==> src/rtl/key_debounce_if.sv <==
// Key debounce bundle: tick strobe and raw pins in, debounced levels and event pulses out.
interface key_debounce_if #(
  parameter int NUM_KEYS = 4
);
  logic                tick_1ms;
  logic [NUM_KEYS-1:0] key_in;
  logic [NUM_KEYS-1:0] key_level;
  logic [NUM_KEYS-1:0] key_press;
  logic [NUM_KEYS-1:0] key_release;
  logic [NUM_KEYS-1:0] key_long;

  modport master (
    output tick_1ms, key_in,
    input  key_level, key_press, key_release, key_long
  );

  modport slave (
    input  tick_1ms, key_in,
    output key_level, key_press, key_release, key_long
  );
endinterface

==> src/rtl/key_debounce.sv <==
// Per-key 2-flop sync + debounce FSM on tick_1ms; registered level/press/release (+key_long under KEY_LONG_PRESS_EN).
// Latency: 2 clk sync + DEBOUNCE_MS stable ticks; free-running, no backpressure.
module key_debounce #(
  parameter int NUM_KEYS       = 4,
  parameter int DEBOUNCE_MS    = 20,
`ifdef KEY_LONG_PRESS_EN
  parameter int LONG_MS        = 1000,
`endif
  parameter int CNT_W          = 10,
  parameter bit KEY_ACTIVE_LOW = 1'b1
) (
  input  logic          clk,
  input  logic          reset,
  key_debounce_if.slave bus
);

  typedef enum logic [1:0] {IDLE, PRESS_CHK, HELD, RELEASE_CHK} state_t;

  localparam logic [CNT_W-1:0] DEB_LAST = CNT_W'(DEBOUNCE_MS - 1);
  localparam logic [CNT_W-1:0] CNT_MAX  = {CNT_W{1'b1}};

  state_t              state_q [NUM_KEYS];
  state_t              state_d [NUM_KEYS];
  logic [CNT_W-1:0]    cnt_q   [NUM_KEYS];
  logic [CNT_W-1:0]    cnt_d   [NUM_KEYS];
  logic [NUM_KEYS-1:0] sync1_q, s_q;
  logic [NUM_KEYS-1:0] level_q, level_d;
  logic [NUM_KEYS-1:0] press_q, press_d;
  logic [NUM_KEYS-1:0] release_q, release_d;
  logic [NUM_KEYS-1:0] key_norm;

  assign key_norm = KEY_ACTIVE_LOW ? ~bus.key_in : bus.key_in;

  function automatic logic [CNT_W-1:0] sat_inc(input logic [CNT_W-1:0] v);
    return (v == CNT_MAX) ? v : v + 1'b1;
  endfunction

  always_ff @(posedge clk or negedge reset) begin
    if (!reset) begin
      sync1_q   <= '0;
      s_q       <= '0;
      level_q   <= '0;
      press_q   <= '0;
      release_q <= '0;
      for (int i = 0; i < NUM_KEYS; i++) begin
        state_q[i] <= IDLE;
        cnt_q[i]   <= '0;
      end
    end else begin
      sync1_q   <= key_norm;
      s_q       <= sync1_q;
      level_q   <= level_d;
      press_q   <= press_d;
      release_q <= release_d;
      for (int i = 0; i < NUM_KEYS; i++) begin
        state_q[i] <= state_d[i];
        cnt_q[i]   <= cnt_d[i];
      end
    end
  end

  // A change of s always takes priority over a coincident tick.
  always_comb begin
    level_d   = level_q;
    press_d   = '0;
    release_d = '0;
    for (int i = 0; i < NUM_KEYS; i++) begin
      state_d[i] = state_q[i];
      cnt_d[i]   = cnt_q[i];
      unique case (state_q[i])
        IDLE: begin
          if (s_q[i]) begin
            state_d[i] = PRESS_CHK;
            cnt_d[i]   = '0;
          end
        end
        PRESS_CHK: begin
          if (!s_q[i]) begin
            state_d[i] = IDLE;
            cnt_d[i]   = '0;
          end else if (bus.tick_1ms) begin
            if (cnt_q[i] == DEB_LAST) begin
              state_d[i] = HELD;
              cnt_d[i]   = '0;
              level_d[i] = 1'b1;
              press_d[i] = 1'b1;
            end else begin
              cnt_d[i] = sat_inc(cnt_q[i]);
            end
          end
        end
        HELD: begin
          if (!s_q[i]) begin
            state_d[i] = RELEASE_CHK;
            cnt_d[i]   = '0;
          end
        end
        RELEASE_CHK: begin
          if (s_q[i]) begin
            state_d[i] = HELD;
            cnt_d[i]   = '0;
          end else if (bus.tick_1ms) begin
            if (cnt_q[i] == DEB_LAST) begin
              state_d[i]   = IDLE;
              cnt_d[i]     = '0;
              level_d[i]   = 1'b0;
              release_d[i] = 1'b1;
            end else begin
              cnt_d[i] = sat_inc(cnt_q[i]);
            end
          end
        end
        default: begin
          state_d[i] = IDLE;
          cnt_d[i]   = '0;
        end
      endcase
    end
  end

  assign bus.key_level   = level_q;
  assign bus.key_press   = press_q;
  assign bus.key_release = release_q;

`ifdef KEY_LONG_PRESS_EN
  localparam logic [CNT_W-1:0] LONG_TGT = CNT_W'(LONG_MS);

  logic [CNT_W-1:0]    hold_q [NUM_KEYS];
  logic [CNT_W-1:0]    hold_d [NUM_KEYS];
  logic [NUM_KEYS-1:0] long_q, long_d;

  always_ff @(posedge clk or negedge reset) begin
    if (!reset) begin
      long_q <= '0;
      for (int i = 0; i < NUM_KEYS; i++) hold_q[i] <= '0;
    end else begin
      long_q <= long_d;
      for (int i = 0; i < NUM_KEYS; i++) hold_q[i] <= hold_d[i];
    end
  end

  // Hold time survives a release glitch; it parks at LONG_TGT so key_long fires once per press.
  always_comb begin
    long_d = '0;
    for (int i = 0; i < NUM_KEYS; i++) begin
      hold_d[i] = hold_q[i];
      if (state_d[i] == IDLE || (state_q[i] == PRESS_CHK && state_d[i] == HELD)) begin
        hold_d[i] = '0;
      end else if ((state_q[i] == HELD || state_q[i] == RELEASE_CHK) && bus.tick_1ms &&
                   hold_q[i] != LONG_TGT) begin
        hold_d[i] = hold_q[i] + 1'b1;
        long_d[i] = (hold_q[i] == LONG_TGT - 1'b1);
      end
    end
  end

  assign bus.key_long = long_q;
`else
  assign bus.key_long = '0;
`endif

endmodule

==> src/flat_wrapper.sv <==
// flat-port wrapper written by rule: the top's interface ports become plain ports
module key_debounce_flat 
#(
  parameter int NUM_KEYS       = 4,
  parameter int DEBOUNCE_MS    = 20,

  parameter int CNT_W          = 10,
  parameter bit KEY_ACTIVE_LOW = 1'b1
)
  (clk, reset, bus_tick_1ms, bus_key_in, bus_key_level, bus_key_press, bus_key_release, bus_key_long);
  key_debounce_if #(.NUM_KEYS(NUM_KEYS)) bus_i ();
  input  logic clk;
  input  logic reset;
  input wire logic [$bits(bus_i.tick_1ms)-1:0] bus_tick_1ms;
  input wire logic [$bits(bus_i.key_in)-1:0] bus_key_in;
  output wire logic [$bits(bus_i.key_level)-1:0] bus_key_level;
  output wire logic [$bits(bus_i.key_press)-1:0] bus_key_press;
  output wire logic [$bits(bus_i.key_release)-1:0] bus_key_release;
  output wire logic [$bits(bus_i.key_long)-1:0] bus_key_long;
  assign bus_i.tick_1ms = bus_tick_1ms;
  assign bus_i.key_in = bus_key_in;
  assign bus_key_level = bus_i.key_level;
  assign bus_key_press = bus_i.key_press;
  assign bus_key_release = bus_i.key_release;
  assign bus_key_long = bus_i.key_long;
  key_debounce #(.NUM_KEYS(NUM_KEYS), .DEBOUNCE_MS(DEBOUNCE_MS), .CNT_W(CNT_W), .KEY_ACTIVE_LOW(KEY_ACTIVE_LOW)) u_core (.clk(clk), .reset(reset), .bus(bus_i));
endmodule
==> config.mk <==
export PLATFORM = sky130hd
export DESIGN_NAME = key_debounce_flat
export DESIGN_NICKNAME = d
export VERILOG_FILES = /design/src/rtl/key_debounce_if.sv /design/src/rtl/key_debounce.sv /design/src/flat_wrapper.sv
export SDC_FILE = /design/constraint.sdc
export NUM_CORES = 1
export LEC_CHECK = 0
export ABC_AREA = 1
export CAP_MARGIN = 20
export CELL_PAD_IN_SITES_DETAIL_PLACEMENT = 1
export CELL_PAD_IN_SITES_GLOBAL_PLACEMENT = 2
export CORE_UTILIZATION = 35
export DETAILED_ROUTE_END_ITERATION = 7
export HOLD_SLACK_MARGIN = 0.05
export PLACE_DENSITY = 0.8
export SLEW_MARGIN = 5
export SYNTH_ARGS = -nofsm -noshare
export SYNTH_HDL_FRONTEND = slang
export SYNTH_SLANG_ARGS = --single-unit
==> constraint.sdc <==
create_clock -name clk -period 2.1 [get_ports clk]
set_clock_uncertainty 0.05 [all_clocks]
set_input_delay 0.42 -clock clk [delete_from_list [all_inputs] [get_ports clk]]
set_output_delay 0.42 -clock clk [all_outputs]
set_load 0.01 [all_outputs]
==> results <==
- After clock tree synthesis, the clock-pin slew on the worst setup and hold paths is 0.05 ns.
- In this run the power density over the cells is 1028 nW/um2.
- The max-slew violation count is 0.
- The flow ran to the end, and the final reports show no timing, DRC or antenna violations.
- The number of warnings issued by yosys is 0.
- In the layout the commonest cells are 135 x nand2_1, 78 x inv_1, 68 x dfrtp_1.
- The leakage power is 0.002297 uW.
- The flop and latch count out of synthesis is 68.
- Counting distinct cell types in the post-synthesis netlist gives 35.
- In this run the mean area of a mapped cell was 7.132 um2.
- The worst setup path is launched from a flip-flop.
- The overall power consumption is 4962 uW.
- The height of the die is 111.1 um.
- The arrival time at the worst endpoint is 1.94 ns.
- The congestion estimate from routability-driven global placement came to 0.8962.
- The post-route netlist has 8.618% of its cells at a drive strength greater than 1.
- The worst pin sits at a relative slew slack of 65.42%.
- After filler insertion, the fill cell instance count of the layout stands at 1423.
- The share of the yosys chip area belonging to registers is 40.85%.
- The top-level port count is 23.
- The final-report hold violation count is 0.
- The maximum fanout count along the critical path is 9.
- The critical path goes through ha_1 -> nand2_1 -> inv_1 -> nand2_2 -> nor2_4 -> nand2_4 -> nand3_1 -> nor2_1 -> nor2_1 -> nand2_1 -> o21ai_0.
- The initial standard-cell utilization of the core is 36.17%.
- The delay of the slowest cell on the worst path is 0.40 ns.
- The clock sink count is 68.
- In this run the core area contains 39 standard-cell rows.
- The routed design could run at a clock period as short as 1.779 ns.
- The clock latency on the worst-skew pair is 0.34 ns.
- In this run, CTS created clock tree buffers numbering 9.
- The kind of path behind the tightest hold check is flip-flop to flip-flop.
- TritonCTS built the clock tree.
- Together, buffers and inverters on the worst path number 1.
- The depth of the CTS H-tree is 3.
- The fraction of synthesis flops using an asynchronous set or reset pin is 100.0%.
- Entering global routing, the biggest net connects 36 pins.
- The number of vias after detailed routing is 3893.
- Gates resized during post-CTS repair numbered 0.
- The highest ir drop seen on vdd is 0.6596 mV.
- The critical path required time is 2.26 ns.
- The area overhead of the layout relative to synthesis is 15.89%.
- In this run the tool buffered the top-level ports with 18 buffer cells.
- The worst path uses 84.70% of the clock period.
- The top cell type by area accounts for 40.85% of the synthesized area.
- On the critical path the largest part of the delay comes from simple AND/OR/NAND/NOR gates.
- The type of element capturing the critical path is a flip-flop.
- The commonest non-fill, non-tap cell in the layout is nand2_1.
- Setup slack closes at 0.3213 ns.
- Setup repair after global routing left no endpoint under its margin.
- The overall routed net length is 11740 um.
- The number of global-route vias before repair is 4107.
- The placed wire-length estimate is 8670 um.
- Timing would allow up to 562.2 MHz.
- The root buffer cell chosen for the clock tree is clkbuf_16.
- By area the synthesized netlist is led by dfrtp_1 41%, nand2_1 12%, nand3_1 7.8%.
- The worst slack at placement is 0.3387 ns.
- The number of iterations in the first detailed-routing pass is 4.
- The overall die area is 12340 um2.
- The number of inserted diodes is 0.
- Counting every instance in the synthesized netlist gives 584.
- The critical path in this run is classified as flip-flop to flip-flop.
- The accumulated negative setup slack is 0 ns.
- In the final layout, flip-flops and latches occupy 1702 um2.
- The synthesized area is 4165 um2.
- The number of max-cap violations is 0.
- The first global-routing pass estimated 20440 um of wire.
- For the pin with the worst max-slew slack, the measured transition is 0.5186 ns.
- Yosys mapped a number of flops with a built-in enable equal to 0.
- In the final layout, the multi-input gates occupy 2063 um2.
- The remaining routing DRC violations is 0.
- The worst hold slack is 0.2955 ns.
- The initial antenna violation count is 0.
- Using the TritonRoute via totals, the vias-per-cell ratio works out to 5.136.
- The floorplan step defined a core boundary enclosing 11520 um2.
- The net count reported at finish is 622.
- The top cell type by total area after synthesis is dfrtp_1.
- Global routing finished with a remaining overflow of 0.
- The die is 111.1 um wide.
- The DRC violation total after the first TritonRoute iteration is 193.
- No sink is reached through more buffers than the 2 on the longest clock path.
- The library cell contributing the largest single delay on the critical path is dfrtp_1.
- The global-route usage over all layers is 20.92%.
- In the synthesized netlist the dominant register cell turns out to be dfrtp_1.
- The average detailed-routed wire length per instance is 15.49 um.
- Once detail routing completed, the nets flagged for antenna violations numbered 0.
- The total of endpoints with negative setup slack in the final report is 0.
per-stage QoR:
stage,instance area (um2),util (%),instances
floorplan,4177,-,587
global placement,4547,39.48,742
detailed placement,4547,39.48,742
CTS,4827,41.92,758
global route,4827,41.92,758
finish,4827,41.92,758
routing by layer:
layer	up-vias	wire (um)	global-route usage (%)
met5	-	0	0
met4	0	129	5.856
met3	10	385	5.413
met2	42	5786	35.85
met1	1889	5437	25.95
li1	1952	-	-
layout make-up:
class / count / area share, %
Clock buffer: 13 / 5.391
Clock inverter: 2 / 0.2074
Inverter: 86 / 6.687
Multi-Input combinational cell: 416 / 42.74
Sequential cell: 68 / 35.25
Tap cell: 143 / 3.707
Timing Repair Buffer: 30 / 6.013
registers in the layout (all words and copies together) (netlist names), named ones only:
register,flops
u_core.sync1_q,4
u_core.state_q,4
u_core.bus.key_press,4
u_core.s_q,4
u_core.cnt_q,40
u_core.bus.key_level,4
u_core.bus.key_release,4
cells in the mapped netlist (5+ instances only):
library cell / n
xor2_1: 11
nand2_1: 135
o211ai_1: 6
o21ai_0: 35
nand4_1: 18
nor3_1: 9
buf_4: 5
o21ai_1: 13
nor2_2: 5
nor2_1: 51
dfrtp_1: 68
inv_1: 78
nor4_1: 10
a21oi_1: 26
buf_2: 5
nand3_1: 65
inv_2: 8
clkbuf_1: 6
where the power goes:
| group | switching [uW] | internal [uW] | leakage (uW) | total (uW) |
|---|---|---|---|---|
| Sequential | 389 | 1590 | 0.000899 | 1980 |
| Clock | 558 | 853 | 0.000135 | 1410 |
| Combinational | 1040 | 533 | 0.00126 | 1570 |
kinds of logic (layout without fill, tap and decap cells):
group / after synthesis / count (layout) / share of synthesized area [%]
simple gates: 307 / 307 / 33.79
buf+inv: 103 / 131 / 9.883
compound gates: 87 / 87 / 11.23
flops: 68 / 68 / 40.85
xor+xnor: 14 / 14 / 2.944
fa+ha+maj: 4 / 4 / 1.202
other cells: 1 / 4 / 0.09003
timing repair:
| item | in CTS | in global routing |
|---|---|---|
| endpoints found under the hold margin | 32 | 0 |
| hold buffers | 1 | 0 |
| buffers inserted | 0 | 0 |
| endpoints found under the setup margin | 0 | 0 |
path summary, 6_finish.rpt:
| check | start | to | slack, ns | depth (start not counted) |
|---|---|---|---|---|
| setup / recovery | u_core.cnt_q[10] | u_core.cnt_q[15] | 0.32 | 11 |
| hold / removal | u_core.sync1_q[1] | u_core.s_q[1] | 0.30 | 0 |
| setup reg to reg | u_core.cnt_q[10] | u_core.cnt_q[15] | 0.32 | 11 |
| hold reg to reg | u_core.sync1_q[1] | u_core.s_q[1] | 0.30 | 0 |
| max in group asynchronous | reset | u_core.s_q[2] | 0.92 | 3 |
| min in group asynchronous | reset | u_core.cnt_q[26] | 0.56 | 2 |
worst register-to-register path: stages, from the launching register on:
cell     delay (ns)
dfrtp_1        0.40
ha_1           0.27
nand2_1        0.11
inv_1          0.08
nand2_2        0.10
nor2_4         0.05
nand2_4        0.11
nand3_1        0.10
nor2_1         0.17
nor2_1         0.07
nand2_1        0.06
o21ai_0        0.08
Power figures use the tool's default switching activity.
